## src/rtl/seq_detect_ctrl.sv

```systemverilog
// Purpose : programmable serial pattern detector; words arrive over valid/ready and are shifted MSB-first into a match engine.
// Latency : word accepted in cycle T, bit k enters history at end of T+1+k, match_pulse for bit k in cycle T+2+k.
// Backpr. : in_ready only in WAIT, so one word per DATA_W+1 cycles; optional non-overlap mode via SEQ_DETECT_CTRL_NONOVL_EN.
module seq_detect_ctrl #(
  parameter int DATA_W  = 8,
  parameter int PAT_MAX = 8,
  parameter int CNT_W   = 8
) (
  input  logic               clk,
  input  logic               reset_n,
  input  logic               cfg_we,
  input  logic [PAT_MAX-1:0] cfg_pattern,
  input  logic [3:0]         cfg_len,
  input  logic [CNT_W-1:0]   thresh,
  input  logic               start,
  input  logic               stop,
  input  logic               in_valid,
  output logic               in_ready,
  input  logic [DATA_W-1:0]  in_data,
  output logic               busy,
  output logic               match_pulse,
  output logic [CNT_W-1:0]   match_cnt,
  output logic               irq,
  input  logic               irq_clr
`ifdef SEQ_DETECT_CTRL_NONOVL_EN
  ,
  input  logic               cfg_nonovl
`endif
);

  localparam int          IDX_W     = (DATA_W > 1) ? $clog2(DATA_W) : 1;
  localparam logic [IDX_W-1:0] IDX_LAST = IDX_W'(DATA_W - 1);
  localparam logic [3:0]  PAT_MAX_L = 4'(PAT_MAX);

  typedef enum logic [1:0] {
    ST_IDLE  = 2'd0,
    ST_WAIT  = 2'd1,
    ST_SHIFT = 2'd2
  } state_t;

  state_t state_q, state_d;

  // Configuration registers (only writable while idle).
  logic [PAT_MAX-1:0] cfg_pattern_q;
  logic [3:0]         cfg_len_q;
  logic [3:0]         cfg_len_clamped;

  // Shift engine.
  logic [DATA_W-1:0]  shbuf_q;
  logic [IDX_W-1:0]   bit_idx_q;
  logic [PAT_MAX-1:0] history_q;
  logic [3:0]         bits_seen_q;
  logic               stop_pend_q, stop_pend_d;

  // FSM strobes.
  logic accept;
  logic shift_en;
  logic run_clear;
  logic busy_c;
  logic ready_c;

  // Match datapath.
  logic               shift_bit;
  logic [PAT_MAX-1:0] hist_shift;
  logic [3:0]         seen_shift;
  logic [PAT_MAX-1:0] pat_mask;
  logic               match_d;
  logic               nonovl_clr;

  // Counter / interrupt.
  logic               cnt_sat;
  logic               cnt_inc;
  logic [CNT_W-1:0]   cnt_nxt;
  logic               irq_set;

  assign in_ready = ready_c;
  assign busy     = busy_c;

  // Out-of-range lengths (0 or above PAT_MAX) fall back to the longest pattern.
  assign cfg_len_clamped = ((cfg_len == 4'd0) || (cfg_len > PAT_MAX_L)) ? PAT_MAX_L : cfg_len;

  // Capture configuration while no run is active.
  always_ff @(posedge clk or negedge reset_n) begin
    if (!reset_n) begin
      cfg_pattern_q <= '0;
      cfg_len_q     <= 4'd1;
    end else if (cfg_we && !busy_c) begin
      cfg_pattern_q <= cfg_pattern;
      cfg_len_q     <= cfg_len_clamped;
    end
  end

`ifdef SEQ_DETECT_CTRL_NONOVL_EN
  logic cfg_nonovl_q;

  // Non-overlap mode flag, captured alongside the rest of the config.
  always_ff @(posedge clk or negedge reset_n) begin
    if (!reset_n) begin
      cfg_nonovl_q <= 1'b0;
    end else if (cfg_we && !busy_c) begin
      cfg_nonovl_q <= cfg_nonovl;
    end
  end

  // In non-overlap mode a registered match restarts the search from scratch.
  assign nonovl_clr = cfg_nonovl_q && match_d;
`else
  assign nonovl_clr = 1'b0;
`endif

  // FSM state register.
  always_ff @(posedge clk or negedge reset_n) begin
    if (!reset_n) begin
      state_q     <= ST_IDLE;
      stop_pend_q <= 1'b0;
    end else begin
      state_q     <= state_d;
      stop_pend_q <= stop_pend_d;
    end
  end

  // Next-state and control strobes; stop beats a same-cycle word in WAIT.
  always_comb begin
    state_d   = state_q;
    accept    = 1'b0;
    shift_en  = 1'b0;
    run_clear = 1'b0;
    busy_c    = 1'b0;
    ready_c   = 1'b0;
    case (state_q)
      ST_IDLE: begin
        if (start) begin
          state_d   = ST_WAIT;
          run_clear = 1'b1;
        end
      end
      ST_WAIT: begin
        busy_c  = 1'b1;
        ready_c = 1'b1;
        if (stop || stop_pend_q) begin
          state_d = ST_IDLE;
        end else if (in_valid) begin
          accept  = 1'b1;
          state_d = ST_SHIFT;
        end
      end
      ST_SHIFT: begin
        busy_c   = 1'b1;
        shift_en = 1'b1;
        if (bit_idx_q == '0) begin
          state_d = (stop || stop_pend_q) ? ST_IDLE : ST_WAIT;
        end
      end
      default: state_d = ST_IDLE;
    endcase
  end

  // A stop seen mid-word is remembered until the word has fully shifted out.
  assign stop_pend_d = (state_q == ST_SHIFT) && (state_d == ST_SHIFT) && (stop || stop_pend_q);

  // Word buffer and bit pointer; the pointer walks from MSB down to bit 0.
  always_ff @(posedge clk or negedge reset_n) begin
    if (!reset_n) begin
      shbuf_q   <= '0;
      bit_idx_q <= '0;
    end else if (accept) begin
      shbuf_q   <= in_data;
      bit_idx_q <= IDX_LAST;
    end else if (shift_en && (bit_idx_q != '0)) begin
      bit_idx_q <= bit_idx_q - 1'b1;
    end
  end

  assign shift_bit  = shbuf_q[bit_idx_q];
  assign hist_shift = {history_q[PAT_MAX-2:0], shift_bit};
  assign seen_shift = (bits_seen_q >= PAT_MAX_L) ? PAT_MAX_L : (bits_seen_q + 4'd1);
  assign pat_mask   = ~({PAT_MAX{1'b1}} << cfg_len_q);

  // Match is judged on the history as it will be after this cycle's shift,
  // so registering it lands the pulse one cycle after the bit enters history.
  assign match_d = shift_en
                && (((hist_shift ^ cfg_pattern_q) & pat_mask) == '0)
                && (seen_shift >= cfg_len_q);

  // History and bits-seen persist across words; cleared at run start.
  always_ff @(posedge clk or negedge reset_n) begin
    if (!reset_n) begin
      history_q   <= '0;
      bits_seen_q <= '0;
    end else if (run_clear) begin
      history_q   <= '0;
      bits_seen_q <= '0;
    end else if (shift_en) begin
      if (nonovl_clr) begin
        history_q   <= '0;
        bits_seen_q <= '0;
      end else begin
        history_q   <= hist_shift;
        bits_seen_q <= seen_shift;
      end
    end
  end

  // Registered match strobe.
  always_ff @(posedge clk or negedge reset_n) begin
    if (!reset_n) begin
      match_pulse <= 1'b0;
    end else begin
      match_pulse <= match_d;
    end
  end

  assign cnt_sat = &match_cnt;
  assign cnt_inc = match_pulse && !cnt_sat;
  assign cnt_nxt = match_cnt + CNT_W'(1);

  // Saturating match counter; a run start takes priority over a late pulse.
  always_ff @(posedge clk or negedge reset_n) begin
    if (!reset_n) begin
      match_cnt <= '0;
    end else if (run_clear) begin
      match_cnt <= '0;
    end else if (cnt_inc) begin
      match_cnt <= cnt_nxt;
    end
  end

  // irq fires only on the count actually stepping onto the threshold.
  assign irq_set = cnt_inc && !run_clear && (thresh != '0) && (cnt_nxt == thresh);

  // Sticky interrupt; a same-cycle set overrides the clear.
  always_ff @(posedge clk or negedge reset_n) begin
    if (!reset_n) begin
      irq <= 1'b0;
    end else if (irq_set) begin
      irq <= 1'b1;
    end else if (irq_clr) begin
      irq <= 1'b0;
    end
  end

endmodule

```

## config.mk

```make
export PLATFORM = sky130hd
export DESIGN_NAME = seq_detect_ctrl
export DESIGN_NICKNAME = d
export VERILOG_FILES = /design/src/rtl/seq_detect_ctrl.sv
export SDC_FILE = /design/constraint.sdc
export NUM_CORES = 1
export LEC_CHECK = 0
export BUFFER_PORTS_ARGS = -buffer_cell sky130_fd_sc_hd__buf_4
export CAP_MARGIN = 10
export CORE_MARGIN = 10
export CORE_UTILIZATION = 50
export DETAILED_ROUTE_END_ITERATION = 10
export GPL_ROUTABILITY_DRIVEN = 1
export PLACE_DENSITY_LB_ADDON = 0.25
export RECOVER_POWER = 25
export SLEW_MARGIN = 20
export SYNTH_ARGS = -nofsm -noshare
export SYNTH_HDL_FRONTEND = slang
export SYNTH_SLANG_ARGS = --single-unit
```

## constraint.sdc

```tcl
create_clock -name clk -period 1.7 [get_ports clk]
set_input_delay 0.085 -clock clk [delete_from_list [all_inputs] [get_ports clk]]
set_output_delay 0.085 -clock clk [all_outputs]
set_load 0.05 [all_outputs]
```

; After elaboration in Yosys (flattened, before gate mapping)
; Index checks and enable logic that the tools add are counted.
[op_classes]
n_shift = 1
n_lt_le_gt_ge = 4
reduce_logical = 27
n_eq_ne = 4
addsub = 3
mux = 28
n_bitwise = 3
[op_table]
columns = op, n
row1 = 4-bit two-way mux, 4
row2 = 8-bit two-way mux, 2
row3 = 7-bit two-way mux, 2
row4 = 1-bit two-way mux, 12
row5 = 1-bit logical AND, 10
row6 = "8-bit by 1-bit adder with 8-bit output, second input constant", 1
row7 = 8-bit bitwise AND, 1
row8 = 8-bit == test, 1
row9 = 8-bit zero test, 1
row10 = 2-bit two-way mux, 4
row11 = 8-bit inverter, 1
row12 = 8-bit AND reduction, 1
row13 = 2-bit nonzero test, 4
row14 = 8-bit nonzero test, 1
row15 = "8-bit by 4-bit left shift with 8-bit output, first input constant", 1
row16 = 8-bit XOR, 1
row17 = 3-bit two-way mux, 2
row18 = 2-bit case mux with 3 select lines, 1
row19 = "4-bit by 1-bit adder with 4-bit output, second input constant", 1
row20 = "2-bit == test, second input constant", 2
row21 = 4-bit greater-or-equal comparator, 1
row22 = "4-bit greater-or-equal comparator, second input constant", 1
row23 = "4-bit greater-than comparator, second input constant", 1
row24 = 4-bit zero test, 1
row25 = other kinds (10), 13
[totals]
wordCells = 81
ff_bits = 47
input_bits = 35
out_inout_bits = 12

; Longest topological paths before layout
[depth]
depth_word = 7
ltp_mapped = 8
ltp_nobuf = 8

; Worst setup path after synthesis
; Ideal clock, no wire load.
[synth_path]
kind = register to register
from = register state_q[0]
to = register cfg_pattern_q[6]
t_arrival_ns = 1.975
slack_ns = -0.400
stages_incl_launch_ff = 7
period_less_slack_ns = 2.100
required_time_ns = 1.575
n_path_buf = 2
setup_ns = 0.125
path_cell_list = dfrtp_1 -> inv_1 -> ha_1 -> nor2b_1 -> clkbuf_1 -> clkbuf_1 -> mux2_2
[synth_via]
elab_chain_len = 5
word_cells_on_any_way = 6
classes_between = eq/ne: 2 / mux: 1 / reduce/logical: 3
[synth_rtl]
columns = element, line_no
row1 = from (decl), 41  ; state_t state_q, state_d;
row2 = from (signal assigned), 117  ; state_q <= state_d;
row3 = 2-bit == test or 2-bit by 1-bit == test with 1-bit output (tied branches), 130  ; case (state_q)
row4 = 2-bit OR reduction (no line) *, -
row5 = 1-bit two-way mux *, 130
row6 = net busy, 20  ; output logic busy,
row7 = 1-bit zero test *, 87  ; end else if (cfg_we && !busy_c) begin
row8 = 1-bit logical AND *, 87
row9 = to (signal assigned), 88  ; cfg_pattern_q <= cfg_pattern;
row10 = to (decl), 44  ; logic [PAT_MAX-1:0] cfg_pattern_q;
; Mark *: on every way through the listed nets, which the timed path passes. The rest lies on a longest branch.
; A chain may end at the register's enable or synchronous reset.

; Final worst setup path
[layout_path]
from = register bit_idx_q[0]
to = register stop_pend_q
[layout_via]
elab_chain_len = 6
[layout_rtl]
columns = element, line_no
row1 = from (decl), 50  ; logic [IDX_W-1:0] bit_idx_q;
row2 = from (signal assigned), 170  ; bit_idx_q <= bit_idx_q - 1'b1;
row3 = 3-bit zero test, 150  ; if (bit_idx_q == '0) begin
row4 = 2-bit two-way mux, 150
row5 = 2-bit case mux with 3 select lines, 130
row6 = net state_d[0], 41
row7 = 2-bit == test, 159  ; assign stop_pend_d = (state_q == ST_SHIFT) && (state_d == ST_SHIFT) && (stop || stop_pend_q);
row8 = 1-bit logical AND (2 in a row), 159
row9 = net stop_pend_d, 53  ; logic stop_pend_q, stop_pend_d;
row10 = to (signal assigned), 118  ; stop_pend_q <= stop_pend_d;
row11 = to (decl), 53
; The timed path passes the listed nets, and every way through them passes these cells.

==> impl_summary.md <==
Status
The flow ran to the end, but the final reports show violations. The checks that failed: negative setup slack.

Global routing
The initial antenna violation count is 0. The wire length of the first global-routing pass is 10200 µm. Global routing finished with a remaining overflow of 0.

The pin count of the biggest net entering global routing is 48. The number of global-route vias before repair is 2132. The global-route usage over all layers is 14.2%.

Synth
The total of flip-flops plus latches after synthesis is 47. During synthesis, Yosys emitted a total of 0 warnings. Synthesis produced roughly 250 cells.

After synthesis, the largest area contributor takes up 44.3% of total cell area. The synthesized area is 0.00260 mm². The most frequent cell after synthesis is sky130_fd_sc_hd__dfrtp_1. A synthesized cell averages 10.6 µm².

Summing the sequential cell areas from Yosys gives 45.3% of the chip area. In the synthesized netlist the dominant register cell turns out to be sky130_fd_sc_hd__dfrtp_1. Of all cell types, the one taking the most synthesized area is sky130_fd_sc_hd__dfrtp_1. Counting instances in the post-synthesis netlist gives the leading cell types as 46 x sky130_fd_sc_hd__dfrtp_1, 31 x sky130_fd_sc_hd__nor2_1, 17 x sky130_fd_sc_hd__xnor2_1, 16 x sky130_fd_sc_hd__mux2_2, 13 x sky130_fd_sc_hd__ha_1. In the synthesized netlist the async set-or-reset flop fraction comes to 100%. The number of enable-type register cells in the synthesized netlist is 0. By area the synthesized netlist is led by sky130_fd_sc_hd__dfrtp_1 44%, sky130_fd_sc_hd__mux2_2 6.9%, sky130_fd_sc_hd__ha_1 6.3%.

The number of nets in the synthesized netlist is between 200 and 300. Yosys mapped the design onto 43 distinct sky130hd cell types.

Power
The maximum vdd drop is 0.000786 V. The switching share of power is 36.7%. The clock network accounts for 13.7% of the total power. The share of power burned in registers is 36.8%. Of the total power, combinational logic draws 49.5%. Summed over all cells, the static leakage comes to 1.56 nW. The power spent charging and discharging nets is around 1.7 mW. The ratio of total power to cell area is 1360 mW/mm². The internal power contribution is between 2 and 3 mW.

Setup path
The maximum fanout count along the critical path is 3. Together, buffers and inverters on the worst path number 1. STA classifies the critical path endpoint as a flop. For flop-to-flop paths, the worst setup slack is -0.12 ns.

At the worst endpoint, the required time is 1.90 ns. The category of the critical setup timing path is reg2reg. The worst setup path is launched from a flop. The worst register-to-register path begins at bit_idx_q[0]$_DFFE_PN0P_. The signal on the critical path passes through inv_2 > ha_4 > nand2b_4 > a211o_1 > a221o_1 > nor2b_4 > nor4bb_1.

The worst register-to-register path ends at stop_pend_q$_DFF_PN0_. At the worst endpoint, the arrival time is 2.01 ns. For this run, the slowest stage of the critical path takes 0.42 ns. The slowest stage of the critical path is the sky130_fd_sc_hd__dfrtp_1 cell. For the worst flop-to-flop path, the logic depth is 7. The family with the most delay on the worst path is compound AO/OA/AOI/OAI gates.

Route
The count of nets left with antenna violations once routing finished came out at 0. After detailed routing, the average wire length per cell comes to 14.8 µm. After the first detailed-routing iteration, the DRC count stood at ~90. Wires add up to 5780 µm. Using the TritonRoute via totals, the vias-per-cell ratio works out to 5.17. The post-route DRC violation count is 0. The count of TritonRoute iterations in the first routing pass is 4. Across all layers, the routed design uses 2016 vias.

Clock network
After clock tree synthesis, the clock-pin slew on the worst setup and hold paths is ~0.090 ns. The H-tree depth is 2. The clock passes through at most 2 buffers. Clock tree synthesis inserted a total of 5 buffers. The later pin in the worst-skew pair is clocked with a latency of 0.29 ns. The number of clock sinks is 47. The TritonCTS clock tree is built.

The root buffer cell is sky130_fd_sc_hd__clkbuf_8.

Timing
The routed design could run at a clock period as short as between 1.5 and 2 ns. For this run, the top clock speed supported by timing is ~550 MHz. The tightest hold path in the finished design has a slack of 0.0149 ns.

The number of hold-slack violations in the final timing report is 0. The relative slew slack is between 20% and 30%. For the pin with the worst max-slew slack, the measured transition is 1.17 ns. The share of the clock period used by the worst path is 107%. The setup skew after layout is 0.0117 ns. The final critical-path setup slack is -0.117 ns. Setup violations remaining at the end of the flow were counted as 2. Setup repair after global routing could not meet its margin everywhere. The number of pins with negative max-slew slack in the final report is 0.

Placed design
Port buffering added 46 buffers. The worst-case setup slack after placement is -0.150 ns. The post-detailed-placement half-perimeter wirelength is 4420 µm. The final weighted congestion in routability-driven placement is 0.840. The number of placed instances, taps included, is 377.

Floorplanning
The overall die area is 0.00848 mm². The starting density of the core is 51.2%. The area of the core region is between 0.005 and 0.006 mm². The floorplan step set the die width to 92.1 µm.

Pin placement for this block handled 47 I/O pins. The floorplan has 26 rows. The die is approximately 92 µm tall.

Hold path
The classification of the worst-slack hold path is in2reg. The count of cells along the worst hold path is 2. The startpoint identified for the worst hold timing path is in_data[0]. The endpoint with the worst hold slack is shbuf_q[0]$_DFFE_PN0P_.

Finish
The finished layout holds 390 standard cells, fillers aside. 0 antenna diodes ended up in the layout. The share of layout cells above drive strength 1 is 39.7%. The final layout contains 367 nets.

The signed area change from the synthesized netlist to the final layout is 32.7%. The final core area utilization is 68.0%.

Run
The number of maximum-capacitance constraint violations is 0.
## cell usage in the layout, fill, tap and decap left out, types with 5 or more instances in the layout
cell,netlist,final
sky130_fd_sc_hd__a21oi_1,6,6
sky130_fd_sc_hd__buf_4,0,71
sky130_fd_sc_hd__clkbuf_8,0,5
sky130_fd_sc_hd__dfrtp_1,46,40
sky130_fd_sc_hd__dfrtp_2,0,6
sky130_fd_sc_hd__ha_1,13,7
sky130_fd_sc_hd__ha_4,0,5
sky130_fd_sc_hd__inv_1,12,8
sky130_fd_sc_hd__mux2_2,16,16
sky130_fd_sc_hd__mux2i_1,10,10
sky130_fd_sc_hd__nand2_1,9,9
sky130_fd_sc_hd__nand3_1,6,5
sky130_fd_sc_hd__nor2_1,31,31
sky130_fd_sc_hd__nor3_1,7,7
sky130_fd_sc_hd__o21ai_0,9,8
sky130_fd_sc_hd__xnor2_1,17,17
sky130_fd_sc_hd__xor2_1,10,10
## sequential cells by signal (all words and copies together) (netlist names)
signal         cells
cfg_pattern_q      8
match_cnt          8
shbuf_q            8
history_q          7
bits_seen_q        4
cfg_len_q          4
bit_idx_q          3
state_q            2
irq                1
match_pulse        1
stop_pend_q        1
## power by group through the flow
stage / registers, mW / logic [mW] / clock network [mW]
finish: 1.73 / 2.33 / 0.644
global route: 1.78 / 2.57 / 0.718
CTS: 1.73 / 2.31 / 0.663
detailed placement: 1.75 / 2.20 / 0
global placement: 1.73 / 2.16 / 0
floorplan: 1.72 / 1.58 / 0
## timing repair
item,in CTS,in global routing
buffers inserted,2,2
gates cloned,0,0
gates resized for setup,7,3
setup endpoints to repair,2,5
pin swaps,6,8
endpoints found under the hold margin,46,0
hold buffers,1,0
## worst max-delay path by stage
stage	from	to	slack [ns]	cells past startpoint
after CTS	state_q[1]$_DFF_PN0_	stop_pend_q$_DFF_PN0_	-0.13	7
after floorplan	state_q[0]$_DFF_PN0_	stop_pend_q$_DFF_PN0_	-0.11	7
after global placement	bits_seen_q[0]$_DFFE_PN0P_	match_pulse$_DFF_PN0_	-0.06	8
after detailed placement	bit_idx_q[0]$_DFFE_PN0P_	stop_pend_q$_DFF_PN0_	-0.15	7
final	bit_idx_q[0]$_DFFE_PN0P_	stop_pend_q$_DFF_PN0_	-0.12	7
after global routing	bits_seen_q[0]$_DFFE_PN0P_	match_pulse$_DFF_PN0_	-0.20	8
## worst reg2reg max path, delay by kind of cell (launching register included)
| kind | cells | cell delay (ns) |
|---|---|---|
| adders and majority gates | 1 | 0.14 |
| buffers and inverters | 1 | 0.09 |
| and+or+nand+nor | 3 | 0.46 |
| AOI/OAI and AO/OA | 2 | 0.62 |
| DFF | 1 | 0.42 |
## cell families after synthesis
| group | synth area share [%] |
|---|---|
| and+or+nand+nor | 14.4 |
| DFF | 45.3 |
| AOI/OAI and AO/OA | 8.52 |
| muxes | 13.3 |
| xor gates and xnor gates | 9.10 |
| buffers and inverters | 3.13 |
| adders and majority gates | 6.26 |
## stage by stage
step | power (mW) | TNS [ns] | area [µm²]
after floorplan | 3.30 | -0.131 | 2710
after global placement | 3.89 | -0.118 | 3280
after detailed placement | 3.95 | -0.242 | 3280
after CTS | 4.70 | -0.246 | 3430
after global routing | 5.07 | -0.399 | 3450
final | 4.70 | -0.199 | 3450
## metal layers
metal | routed length [µm] | GRT usage [%] | vias up
met5 | 0 | 0 | -
met4 | 29 | 3.08 | 0
met3 | 284 | 3.26 | 2
met2 | 2870 | 24.1 | 43
met1 | 2590 | 17.9 | 967
li1 | - | - | 1004
## cell type report
class	count	area, µm²
Multi-Input combinational cell	177	1460
Sequential cell	47	1180
Clock inverter	3	15.0
Inverter	12	45.0
Timing Repair Buffer	76	591
Tap cell	70	87.6
Fill cell	430	1620
Clock buffer	5	68.8
(Power assumes the default switching activity.)
